[src/rtl/param_tfhe_pkg.sv]
// Active TFHE parameter set: LWE dimension and PBS batch size defaults.
package param_tfhe_pkg;
  localparam int LWE_K        = 887;
  localparam int BATCH_PBS_NB = 8;
endpackage

[src/rtl/pep_br_sched_pkg.sv]
// Shared types and width helpers for the blind-rotation loop scheduler and its consumers.
package pep_br_sched_pkg;

  typedef enum logic [1:0] {
    IDLE  = 2'd0,
    RUN   = 2'd1,
    DRAIN = 2'd2,
    DONE  = 2'd3
  } br_sched_state_e;

  function automatic int br_loop_w(input int lwe_k);
    return (lwe_k > 1) ? $clog2(lwe_k) : 1;
  endfunction

  function automatic int nb_w(input int batch_pbs_nb);
    return $clog2(batch_pbs_nb + 1);
  endfunction

  localparam int PID_W_DEF     = 6;
  localparam int BR_LOOP_W_DEF = br_loop_w(param_tfhe_pkg::LWE_K);

  // Iteration token as seen by the BSK-fetch / CMUX pipeline.
  typedef struct packed {
    logic [PID_W_DEF-1:0]     pid;
    logic [BR_LOOP_W_DEF-1:0] br_loop;
    logic                     loop_first;
    logic                     loop_last;
    logic                     last;
  } br_iter_tok_t;

endpackage

[src/rtl/pep_br_credit_cnt.sv]
// Inflight-token counter: +1 on issue, -1 on retire, with limit compare and underflow guard.
module pep_br_credit_cnt #(
  parameter int CNT_W = 4
) (
  input  logic             clk,
  input  logic             a_rst,
  input  logic             clr,
  input  logic             inc,
  input  logic             dec,
  input  logic [CNT_W-1:0] limit,
  output logic [CNT_W-1:0] cnt,
  output logic             below_limit,
  output logic             underflow
);

  logic [CNT_W-1:0] cnt_q;
  logic [CNT_W-1:0] cnt_d;

  // A retire with nothing outstanding is dropped so the count never wraps.
  always_comb begin
    underflow = dec && (cnt_q == '0);
    cnt_d     = cnt_q;
    if (clr) begin
      cnt_d = '0;
    end else begin
      case ({inc, dec && !underflow})
        2'b10:   cnt_d = cnt_q + CNT_W'(1);
        2'b01:   cnt_d = cnt_q - CNT_W'(1);
        default: cnt_d = cnt_q;
      endcase
    end
  end

  always_ff @(posedge clk or posedge a_rst) begin
    if (a_rst) cnt_q <= '0;
    else       cnt_q <= cnt_d;
  end

  assign cnt         = cnt_q;
  assign below_limit = (cnt_q < limit);

endmodule

[src/rtl/pep_br_loop_sched.sv]
// Blind-rotation loop scheduler: issues nb*LWE_K (pid, br_loop) tokens loop-major, pid-minor.
// state | meaning
// IDLE  | waiting for a batch command
// RUN   | issuing tokens while inflight < nb
// DRAIN | all tokens issued, waiting for retirements
// DONE  | one-cycle batch_done pulse
module pep_br_loop_sched
  import pep_br_sched_pkg::*;
#(
  parameter int LWE_K        = param_tfhe_pkg::LWE_K,
  parameter int BATCH_PBS_NB = param_tfhe_pkg::BATCH_PBS_NB,
  parameter int PID_W        = 6,
  parameter int BR_LOOP_W    = br_loop_w(LWE_K),
  parameter int NB_W         = nb_w(BATCH_PBS_NB)
) (
  input  logic                 clk,
  input  logic                 a_rst,
  input  logic                 cmd_vld,
  output logic                 cmd_rdy,
  input  logic [NB_W-1:0]      cmd_pbs_nb,
  input  logic [PID_W-1:0]     cmd_pid_base,
  output logic                 iter_vld,
  input  logic                 iter_rdy,
  output logic [PID_W-1:0]     iter_pid,
  output logic [BR_LOOP_W-1:0] iter_br_loop,
  output logic                 iter_loop_first,
  output logic                 iter_loop_last,
  output logic                 iter_last,
  input  logic                 done_vld,
  output logic                 batch_done,
  output logic                 busy,
  output logic                 err
);

  br_sched_state_e      state_q, state_d;
  logic [NB_W-1:0]      nb_q, nb_d;
  logic [PID_W-1:0]     pid_base_q, pid_base_d;
  logic [NB_W-1:0]      pbs_idx_q, pbs_idx_d;
  logic [BR_LOOP_W-1:0] br_loop_q, br_loop_d;
  logic                 err_q, err_d;

  logic [NB_W-1:0] inflight;
  logic            below_limit;
  logic            underflow;
  logic            hs;
  logic            cmd_legal;
  logic            cmd_take;
  logic            loop_last;
  logic            br_last;

  assign hs        = iter_vld && iter_rdy;
  assign cmd_legal = (cmd_pbs_nb != '0) && (cmd_pbs_nb <= NB_W'(BATCH_PBS_NB));
  assign cmd_take  = cmd_vld && (state_q == IDLE);
  assign loop_last = (pbs_idx_q == nb_q - NB_W'(1));
  assign br_last   = (br_loop_q == BR_LOOP_W'(LWE_K - 1));

  pep_br_credit_cnt #(
    .CNT_W(NB_W)
  ) u_credit (
    .clk        (clk),
    .a_rst      (a_rst),
    .clr        (cmd_take),
    .inc        (hs),
    .dec        (done_vld),
    .limit      (nb_q),
    .cnt        (inflight),
    .below_limit(below_limit),
    .underflow  (underflow)
  );

  always_comb begin
    state_d    = state_q;
    nb_d       = nb_q;
    pid_base_d = pid_base_q;
    pbs_idx_d  = pbs_idx_q;
    br_loop_d  = br_loop_q;
    err_d      = underflow;
    case (state_q)
      IDLE: begin
        if (cmd_take) begin
          if (cmd_legal) begin
            nb_d       = cmd_pbs_nb;
            pid_base_d = cmd_pid_base;
            pbs_idx_d  = '0;
            br_loop_d  = '0;
            state_d    = RUN;
          end else begin
            err_d = 1'b1;
          end
        end
      end
      RUN: begin
        if (hs) begin
          if (loop_last) begin
            pbs_idx_d = '0;
            if (br_last) state_d = DRAIN;
            else         br_loop_d = br_loop_q + BR_LOOP_W'(1);
          end else begin
            pbs_idx_d = pbs_idx_q + NB_W'(1);
          end
        end
      end
      DRAIN: begin
        if (inflight == '0) state_d = DONE;
      end
      DONE: begin
        state_d = IDLE;
      end
      default: begin
        state_d = IDLE;
      end
    endcase
  end

  always_ff @(posedge clk or posedge a_rst) begin
    if (a_rst) begin
      state_q    <= IDLE;
      nb_q       <= '0;
      pid_base_q <= '0;
      pbs_idx_q  <= '0;
      br_loop_q  <= '0;
      err_q      <= 1'b0;
    end else begin
      state_q    <= state_d;
      nb_q       <= nb_d;
      pid_base_q <= pid_base_d;
      pbs_idx_q  <= pbs_idx_d;
      br_loop_q  <= br_loop_d;
      err_q      <= err_d;
    end
  end

  // Every output below depends only on registered state.
  assign cmd_rdy         = (state_q == IDLE);
  assign busy            = (state_q != IDLE);
  assign batch_done      = (state_q == DONE);
  assign err             = err_q;
  assign iter_vld        = (state_q == RUN) && below_limit;
  assign iter_pid        = pid_base_q + PID_W'(pbs_idx_q);
  assign iter_br_loop    = br_loop_q;
  assign iter_loop_first = (pbs_idx_q == '0);
  assign iter_loop_last  = loop_last;
  assign iter_last       = br_last;

endmodule

[config.mk]
export PLATFORM = sky130hd
export DESIGN_NAME = pep_br_loop_sched
export DESIGN_NICKNAME = d
export VERILOG_FILES = /design/src/rtl/param_tfhe_pkg.sv /design/src/rtl/pep_br_sched_pkg.sv /design/src/rtl/pep_br_credit_cnt.sv /design/src/rtl/pep_br_loop_sched.sv
export SDC_FILE = /design/constraint.sdc
export NUM_CORES = 1
export LEC_CHECK = 0
export CELL_PAD_IN_SITES_DETAIL_PLACEMENT = 1
export CELL_PAD_IN_SITES_GLOBAL_PLACEMENT = 2
export CORE_MARGIN = 4
export CORE_UTILIZATION = 33
export DETAILED_ROUTE_END_ITERATION = 8
export GPL_TIMING_DRIVEN = 1
export PLACE_DENSITY = 0.78
export SLEW_MARGIN = 5
export SYNTH_ARGS = -nofsm -noshare
export SYNTH_HDL_FRONTEND = slang
export SYNTH_HIERARCHICAL = 1
export SYNTH_SLANG_ARGS = --single-unit
[constraint.sdc]
create_clock -name clk -period 3.57 [get_ports clk]
set_input_delay 0.714 -clock clk [delete_from_list [all_inputs] [get_ports clk]]
set_output_delay 0.714 -clock clk [all_outputs]
set_load 0.01 [all_outputs]
; Yosys cells after proc, flatten, opt, wreduce, memory -nomap -nowiden
; Index checks and enable logic that the tools add are counted.
[totals]
mem_count = 0
mem_bits_ro = 0
ramBits = 0
register_bits = 31
latchBits = 0
word_cells = 70
in_bits = 15
[classes]
shifts = 0
mux = 23
n_eq_ne = 14
bitwise = 0
addsub = 6
order_cmp = 2
mul = 0
reduce_logical = 18
n_div = 0
[op_table]
columns = op, count
row1 = $mux W10, 5
row2 = $mux W4, 5
row3 = $pmux W10 S2, 1
row4 = $pmux W4 S2, 2
row5 = $mux W2, 6
row6 = $reduce_and A6 Y1, 2
row7 = $add A10 B1 Y10 const B, 1
row8 = $eq A10 B10 Y1 const B, 1
row9 = $add A4 B1 Y4 const B, 2
row10 = $logic_not A4 Y1, 2
row11 = $ne A2 B2 Y1 const B, 4
row12 = $pmux W2 S4, 1
row13 = $sub A4 B1 Y4 const B, 2
row14 = $add A6 B4 Y6, 1
row15 = $eq A2 B2 Y1 const B, 3
row16 = $logic_and A1 B1 Y1, 6
row17 = $ne A2 B1 Y1 const B, 3
row18 = $eq A2 B1 Y1 const B, 2
row19 = $eq A4 B4 Y1, 1
row20 = $le A4 B4 Y1 const B, 1
row21 = $lt A4 B4 Y1, 1
row22 = $reduce_and A4 Y1, 1
row23 = $reduce_bool A2 Y1, 2
row24 = $reduce_bool A4 Y1, 1
row25 = 5 further kinds, 7

; Depth between registers and ports, before layout
; Gate-level depths: netlist (run 1).
[depth]
word_depth = 7
depth_mapped = 12
mapped_depth_nobuf = 12

; Modules after synthesis
; Netlist (run 1), hierarchy kept.
[by_module_without_submodules]
columns = mod, instances, seq_area_each_um2, cells_per_inst, area_each_um2
row1 = pep_br_loop_sched, 1, 675.6, 186, 1791.7
row2 = pep_br_credit_cnt, 1, 100.1, 38, 374.1

; Least setup slack after synthesis (run 1)
; OpenSTA, ideal clock, no wires.
[synth_timing]
path_type = register to register
startpoint = reg u_credit.cnt_q[1], in the netlist u_credit/cnt[1]
endpoint = reg u_credit.cnt_q[3], in the netlist u_credit/cnt[3]
required_time_ns = 3.442
arrival_ns = 2.628
n_path_buf = 0
setup_time_ns = 0.128
path_slack_ns = 0.815
path_stages_with_launch = 12
cell_sequence = dfrtp_1 ha_1 a21o_1 a21o_1 a21oi_1 and3_1 nor2b_4 ha_1 a21o_1 a21oi_1 mux2i_1 mux2_1
[synth_rtl]
columns = element, line_no
row1 = from (decl), pep_br_credit_cnt.sv:16  ; logic [CNT_W-1:0] cnt_q;
row2 = from (signal assigned), pep_br_credit_cnt.sv:36  ; else cnt_q <= cnt_d;
row3 = $lt A4 B4 Y1 (*), pep_br_credit_cnt.sv:40  ; assign below_limit = (cnt_q < limit);
row4 = net below_limit, pep_br_loop_sched.sv:43  ; logic below_limit;
row5 = $logic_and A1 B1 Y1 (*), pep_br_loop_sched.sv:138  ; assign iter_vld = (state_q == RUN) && below_limit;
row6 = $logic_and A1 B1 Y1 (*), pep_br_loop_sched.sv:51  ; assign hs = iter_vld && iter_rdy;
row7 = net hs, pep_br_loop_sched.sv:45  ; logic hs;
row8 = $eq A2 B1 Y1 or $eq A2 B2 Y1 (tied branches), pep_br_credit_cnt.sv:26  ; case ({inc, dec && !underflow})
row9 = $pmux W4 S2, pep_br_credit_cnt.sv:26
row10 = $mux W4, pep_br_credit_cnt.sv:23  ; if (clr) begin
; The timed path passes the listed nets; every way through them passes the cells marked *.
; A chain may end at the register's enable or synchronous reset.

; Worst setup path in the final report (run 1)
[layout_timing]
startpoint = reg pbs_idx_q[1]
endpoint = out iter_pid[5]
[layout_between]
elab_chain_len = 1
[layout_lines]
columns = element, line_no
row1 = from (decl), pep_br_loop_sched.sv:38  ; logic [NB_W-1:0] pbs_idx_q, pbs_idx_d;
row2 = from (signal assigned), pep_br_loop_sched.sv:127  ; pbs_idx_q <= pbs_idx_d;
row3 = $add A6 B4 Y6, pep_br_loop_sched.sv:139  ; assign iter_pid = pid_base_q + PID_W'(pbs_idx_q);
row4 = to (decl), pep_br_loop_sched.sv:24  ; output logic [PID_W-1:0] iter_pid,
; Every way passes these cells.

==> results_dict.tcl, run 1 <==
set metrics [dict create \
    synth_fa_ha_area_share_pct 12.2 \
    cp_data_required_time_ps 2860 \
    worstSetupEndpointType "primary output" \
    grt_max_degree 27 \
    rsz0062_at_grt "no" \
    synth-seq-cells 31 \
    r2r_start "u_credit/cnt[1]" \
    syn_inst 224 \
    maxSlewViolCount 0 \
    power_density_mw_per_mm2 511 \
    path_delay_family "compound AO/OA/AOI/OAI gates" \
    hold_start "pid_base_q[3]" \
    setup_tns_ps 0 \
    ys_async_sr_fraction_pct 100 \
    r2r_setup_slack_ps 610 \
    cap_violations 0 \
    cp-start-kind "flop" \
    final_area_mm2 0.00276 \
    post-place-ws_ps 604 \
    wire_per_inst_um 15.8 \
    initial_utilization_pct 34.1 \
    first_pass_iters 4 \
    synth_compound_area_share_pct 17.2 \
    synth_flop_cell "dfrtp_1" \
    clk_latency_ps 280 \
    status "completed" \
    setup_slack_ps 413 \
    r2r_end "u_credit/cnt[3]" \
    port_buffers 38 \
    fmax_mhz 317 \
    cts_max_level 2 \
    arrival_ps 2440 \
    nFillCells 732 \
    finalClockSkew_ps 5.47 \
    clock-sinks 31 \
    area_growth_pct 27.2 \
    die_h_um 89.0 \
    cts_buffers 5 \
    cts_root_buffer "clkbuf_8" \
    fin_crit_sh_pct 88.4 \
    cts_tree "yes" \
    hold_buffers 0 \
    synth_top_family_by_area "simple AND/OR/NAND/NOR gates" \
    yosys.area_share.simple_pct 19.1 \
    synth_most_common_cell "dfrtp_1" \
    holdWs_ps 516 \
    final_nets 303 \
    crit_type "flop to primary output" \
    syn_area_per_cell_um2 9.67 \
    row_count 29 \
    die_w_um 89.0 \
    grt-ovfl-total 0 \
    synth_top_area_cell "dfrtp_1" \
    path_max_fanout 6 \
    via_count 1811 \
    ant_nets 0 \
    cts_setup_buffers 0 \
    slowest_stage "clkdlybuf4s50_1" \
    p_leak_uw 0.00127 \
    yosysUniqueCellTypes 54 \
    maxSlewHeadroom_pct 58.2 \
    coreArea_mm2 0.00635 \
    drive_gt1_share_pct 10.4 \
    postPlaceCellArea_mm2 0.00264 \
    synth_xor_area_share_pct 5.55 \
    synth_area_leaders "dfrtp_1 (36%), ha_1 (10%), mux2_2 (3.6%)" \
    r2r_cells 11 \
    final-setup-viol-count 0 \
    post_cts_resized 0 \
    startpoint "pbs_idx_q[1]" \
    max-clock-path-buffers 2 \
    critPathMaxStageDelay_ps 550 \
    min_delay_path_depth 1 \
    synth-seq-area-share_pct 35.8 \
    crit_chain "ha_1, a21o_1, a21oi_1, nor2b_1, o21ai_0, xnor2_1, clkdlybuf4s50_1" \
    grtUsageTotal_pct 15.3 \
    synth_nets 259 \
    min_to "pid_base_q[3]" \
    drt_wl_total_mm 5.47 \
    ios 39 \
    period_minus_slack_ps 3160 \
    ys_top_cells_by_count "dfrtp_1 (31), inv_1 (19), nand2_1 (19), ha_1 (18), o21ai_0 (13)" \
    gp_congestion 0.753 \
    antenna_found_initial 0 \
    viasPerCell 5.23 \
    synth_edf_count 0 \
    grt_pass1_vias 1924 \
    drtIter0Drc 48 \
    power_uw 1410 \
    n_antenna_cell 0 \
    worst-path-buf-inv 1 \
    synth_mux_area_share_pct 5.55 \
    dieArea_mm2 0.00792 \
    post-dp-hpwl_mm 4.20 \
    tightest_slew_ps 627 \
    synth_top_area_share_pct 35.8 \
    mappedNetlistArea_mm2 0.00217 \
    vdd.ir_drop.worst_mv 0.270 \
    drc 0 \
    path_clk_slew_ps 70 \
    hold_viol 0 \
    grt_pass1_wl_mm 9.36 \
    ys_warn_count 6 \
    hp-class "flop to flop" \
]
[cells by family (layout without fill, tap and decap cells)]
kind of cell | after synthesis | in the layout
xor+xnor | 11 | 11
buf+inv | 24 | 69
flops | 31 | 31
compound gates | 54 | 54
simple gates | 73 | 73
fa+ha+maj | 20 | 20
mux | 11 | 11
[registers in the layout (all words and copies together) (netlist names)]
register / flops
err: 1
iter_br_loop: 10
nb_q: 4
pbs_idx_q: 4
pid_base_q: 6
state_q: 2
u_credit/cnt: 4
[cells in the final DEF, fill, tap and decap left out, types with 2 or more instances in the layout]
cell type        count
a211o_1              2
a211oi_1             2
a21o_1               7
a21oi_1              7
a22o_1               4
a31oi_1              2
and2_1               3
and3_1               5
and4_1               2
buf_4                2
clkbuf_8             6
clkdlybuf4s50_1     38
clkinv_1             2
dfrtp_1             31
fa_1                 2
ha_1                18
inv_1               19
mux2_2               7
mux2i_1              3
nand2_1             19
nand2b_1             2
nand3_1              6
nand4_1              3
nor2_1               9
nor2b_1              4
nor3_1               4
nor4_1               4
nor4bb_1             2
o211ai_1             2
o21ai_0             13
o31ai_1              5
or2_2                3
xnor2_1              7
xor2_1               2
[where the power goes]
group | switching, uW | total, uW | internal (uW)
clock network | 137 | 363 | 226
logic | 265 | 564 | 300
registers | 86.6 | 482 | 395
total | 488 | 1410 | 921
[stage by stage]
stage          utilization [%]  instances
6_report                  43.4        346
5_1_grt                   43.4        346
4_1_cts                   43.4        346
3_5_place_dp              41.5        338
3_3_place_gp              41.5        338
2_1_floorplan                -        224
[metal layers]
metal / wire length [um] / vias to the layer above / track usage (%) / share of wire, %
met3: 222 / 8 / 3.50 / 4.1
met5: 0 / - / 0 / 0
li1: - / 894 / - / -
met2: 2500 / 29 / 24.4 / 46
met4: 66 / 0 / 5.14 / 1.2
met1: 2680 / 880 / 20.6 / 49
[worst max path at each step]
stage / end / slack (ps) / cells after the start
4_1_cts: iter_pid[5] / 360 / 7
5_1_grt: iter_loop_last / 210 / 7
3_3_place_gp: u_credit/cnt[3] / 630 / 11
2_1_floorplan: u_credit/cnt[3] / 810 / 11
6_report: iter_pid[5] / 410 / 7
3_5_place_dp: u_credit/cnt[3] / 600 / 11
[layout make-up]
class,instances,area [um^2],area share [%]
Multi-Input combinational cell,169,1290,46.9
Sequential cell,31,776,28.2
Timing Repair Buffer,40,395,14.4
Tap cell,77,96.3,3.50
Clock buffer,6,82.6,3.00
Inverter,21,78.8,2.86
Clock inverter,2,35.0,1.27
Note: power is estimated with default switching activity, not from simulation.
==> inputs of run 2 (changes only) <==
- CORE_UTILIZATION: 33 -> 29
- PLACE_DENSITY: 0.78 -> 0.72
- clock period: 3.57 -> 2.5 ns (I/O delays scaled with it)
==> results_dict.tcl, run 2 (synthesis results as in run 1) <==
set metrics [dict create \
    grt_max_degree 28 \
    worstSetupEndpointType "flop" \
    rsz0062_at_grt "yes" \
    max-clock-path-buffers 2 \
    hold_buffers 0 \
    via_count 1908 \
    arrival_ps 2670 \
    grtUsageTotal_pct 14.4 \
    drive_gt1_share_pct 24.3 \
    drt_wl_total_mm 6.11 \
    nFillCells 866 \
    clock-sinks 31 \
    maxSlewViolCount 0 \
    hp-class "input pin to asynchronous set/reset pin" \
    cp_data_required_time_ps 2660 \
    cts_buffers 5 \
    post-dp-hpwl_mm 4.65 \
    layout.cells.most_common_list "clkdlybuf4s50_1 (31), dfrtp_1 (30), buf_4 (30)" \
    grt_pass1_wl_mm 10.2 \
    gp_congestion 0.762 \
    antenna_found_initial 0 \
    maxSlewHeadroom_pct 72.4 \
    cap_violations 0 \
    n_antenna_cell 0 \
    crit_type "flop to flop" \
    coreArea_mm2 0.00725 \
    p_leak_uw 0.00140 \
    clk_latency_ps 280 \
    ant_nets 0 \
    final_common_cell "clkdlybuf4s50_1" \
    cts_max_level 2 \
    violations "negative setup slack" \
    die_h_um 94.4 \
    fin_crit_sh_pct 100 \
    final_util_pct 41.7 \
    cts_tree "yes" \
    hold_viol 0 \
    period_minus_slack_ps 2510 \
    drc 0 \
    wire_per_inst_um 15.5 \
    viasPerCell 4.83 \
    status "complete, but fails checks" \
    final_nets 331 \
    setup_slack_ps -6.93 \
    cts_root_buffer "clkbuf_8" \
    initial_utilization_pct 29.9 \
    ff_latch_area_um2 777 \
    finalClockSkew_ps 2.00 \
    tightest_slew_ps 412 \
    largest_reg_flops 10 \
    ios 39 \
    port_buffers 38 \
    grt-ovfl-total 0 \
    power_density_mw_per_mm2 705 \
    vdd.ir_drop.worst_mv 0.241 \
    first_pass_iters 4 \
    fmax_mhz 399 \
    setup_tns_ps -6.93 \
    row_count 31 \
    drtIter0Drc 49 \
    dieArea_mm2 0.00892 \
    final-setup-viol-count 1 \
    cp-start-kind "flop" \
    path_max_fanout 3 \
    multi_input_area_mm2 0.00137 \
    area_growth_pct 39.8 \
    die_w_um 94.4 \
    grt_pass1_vias 2045 \
    path_clk_slew_ps 70 \
]
[run 2: path summary, 6_finish.rpt]
check,from,to,slack (ps),cells past startpoint
worst max-delay path,nb_q[1],u_credit/cnt[3],-7,12
worst min-delay path,a_rst,u_credit/cnt[2],450,2
worst min register to register,pid_base_q[0],pid_base_q[0],520,1
worst max register to register,nb_q[1],u_credit/cnt[3],-7,12
min in group clk,pid_base_q[0],pid_base_q[0],520,1
max in group asynchronous,a_rst,pbs_idx_q[2],1600,3
[run 2: power breakdown]
part	total, uW	internal, uW	switching (uW)
Combinational	1100	587	517
Clock	404	216	189
Sequential	627	567	59.9
[run 2: metal layers]
metal	routed length [um]	GRT usage (%)
met5	0	0
met4	40	2.53
met3	178	2.55
met2	2800	23.3
met1	3090	20.4
[run 2: critical path, stage by stage (launching register included)]
cell and delay [ps]:
dfrtp_1 390, inv_2 70, ha_4 190, a21o_1 150
a21o_1 160, a21oi_2 140, and3_4 210, nor2b_4 50
ha_4 200, a21o_1 160, a21oi_2 130, mux2i_1 210
mux2_1 330
[run 2: final cells by class]
class,instances,share of cell area [%]
flip-flops and latches,31,25.7
repair buffers,68,19.5
inverters,21,2.60
multi-input cells,169,45.2
clock buffers,6,2.73
clock inverters,1,0.165
well taps,99,4.09
[run 2: through the flow]
step	power, uW	hold slack, ps	worst slack [ps]	instance area, um^2	cells
after CTS	2160	447	-67.6	3020	395
after floorplan	1260	266	-52.8	2190	224
after global routing	2310	462	-112	3030	395
after global placement	1680	496	-35.2	2890	386
final	2130	446	-6.93	3030	395
after detailed placement	1710	507	-107	2890	386
[run 2: what timing repair did]
item / in CTS / in global routing
buffers inserted: 2 / 0
setup endpoints to repair: 12 / 14
pin swaps: 5 / 6
cloned: 0 / 0
resized for setup: 11 / 13
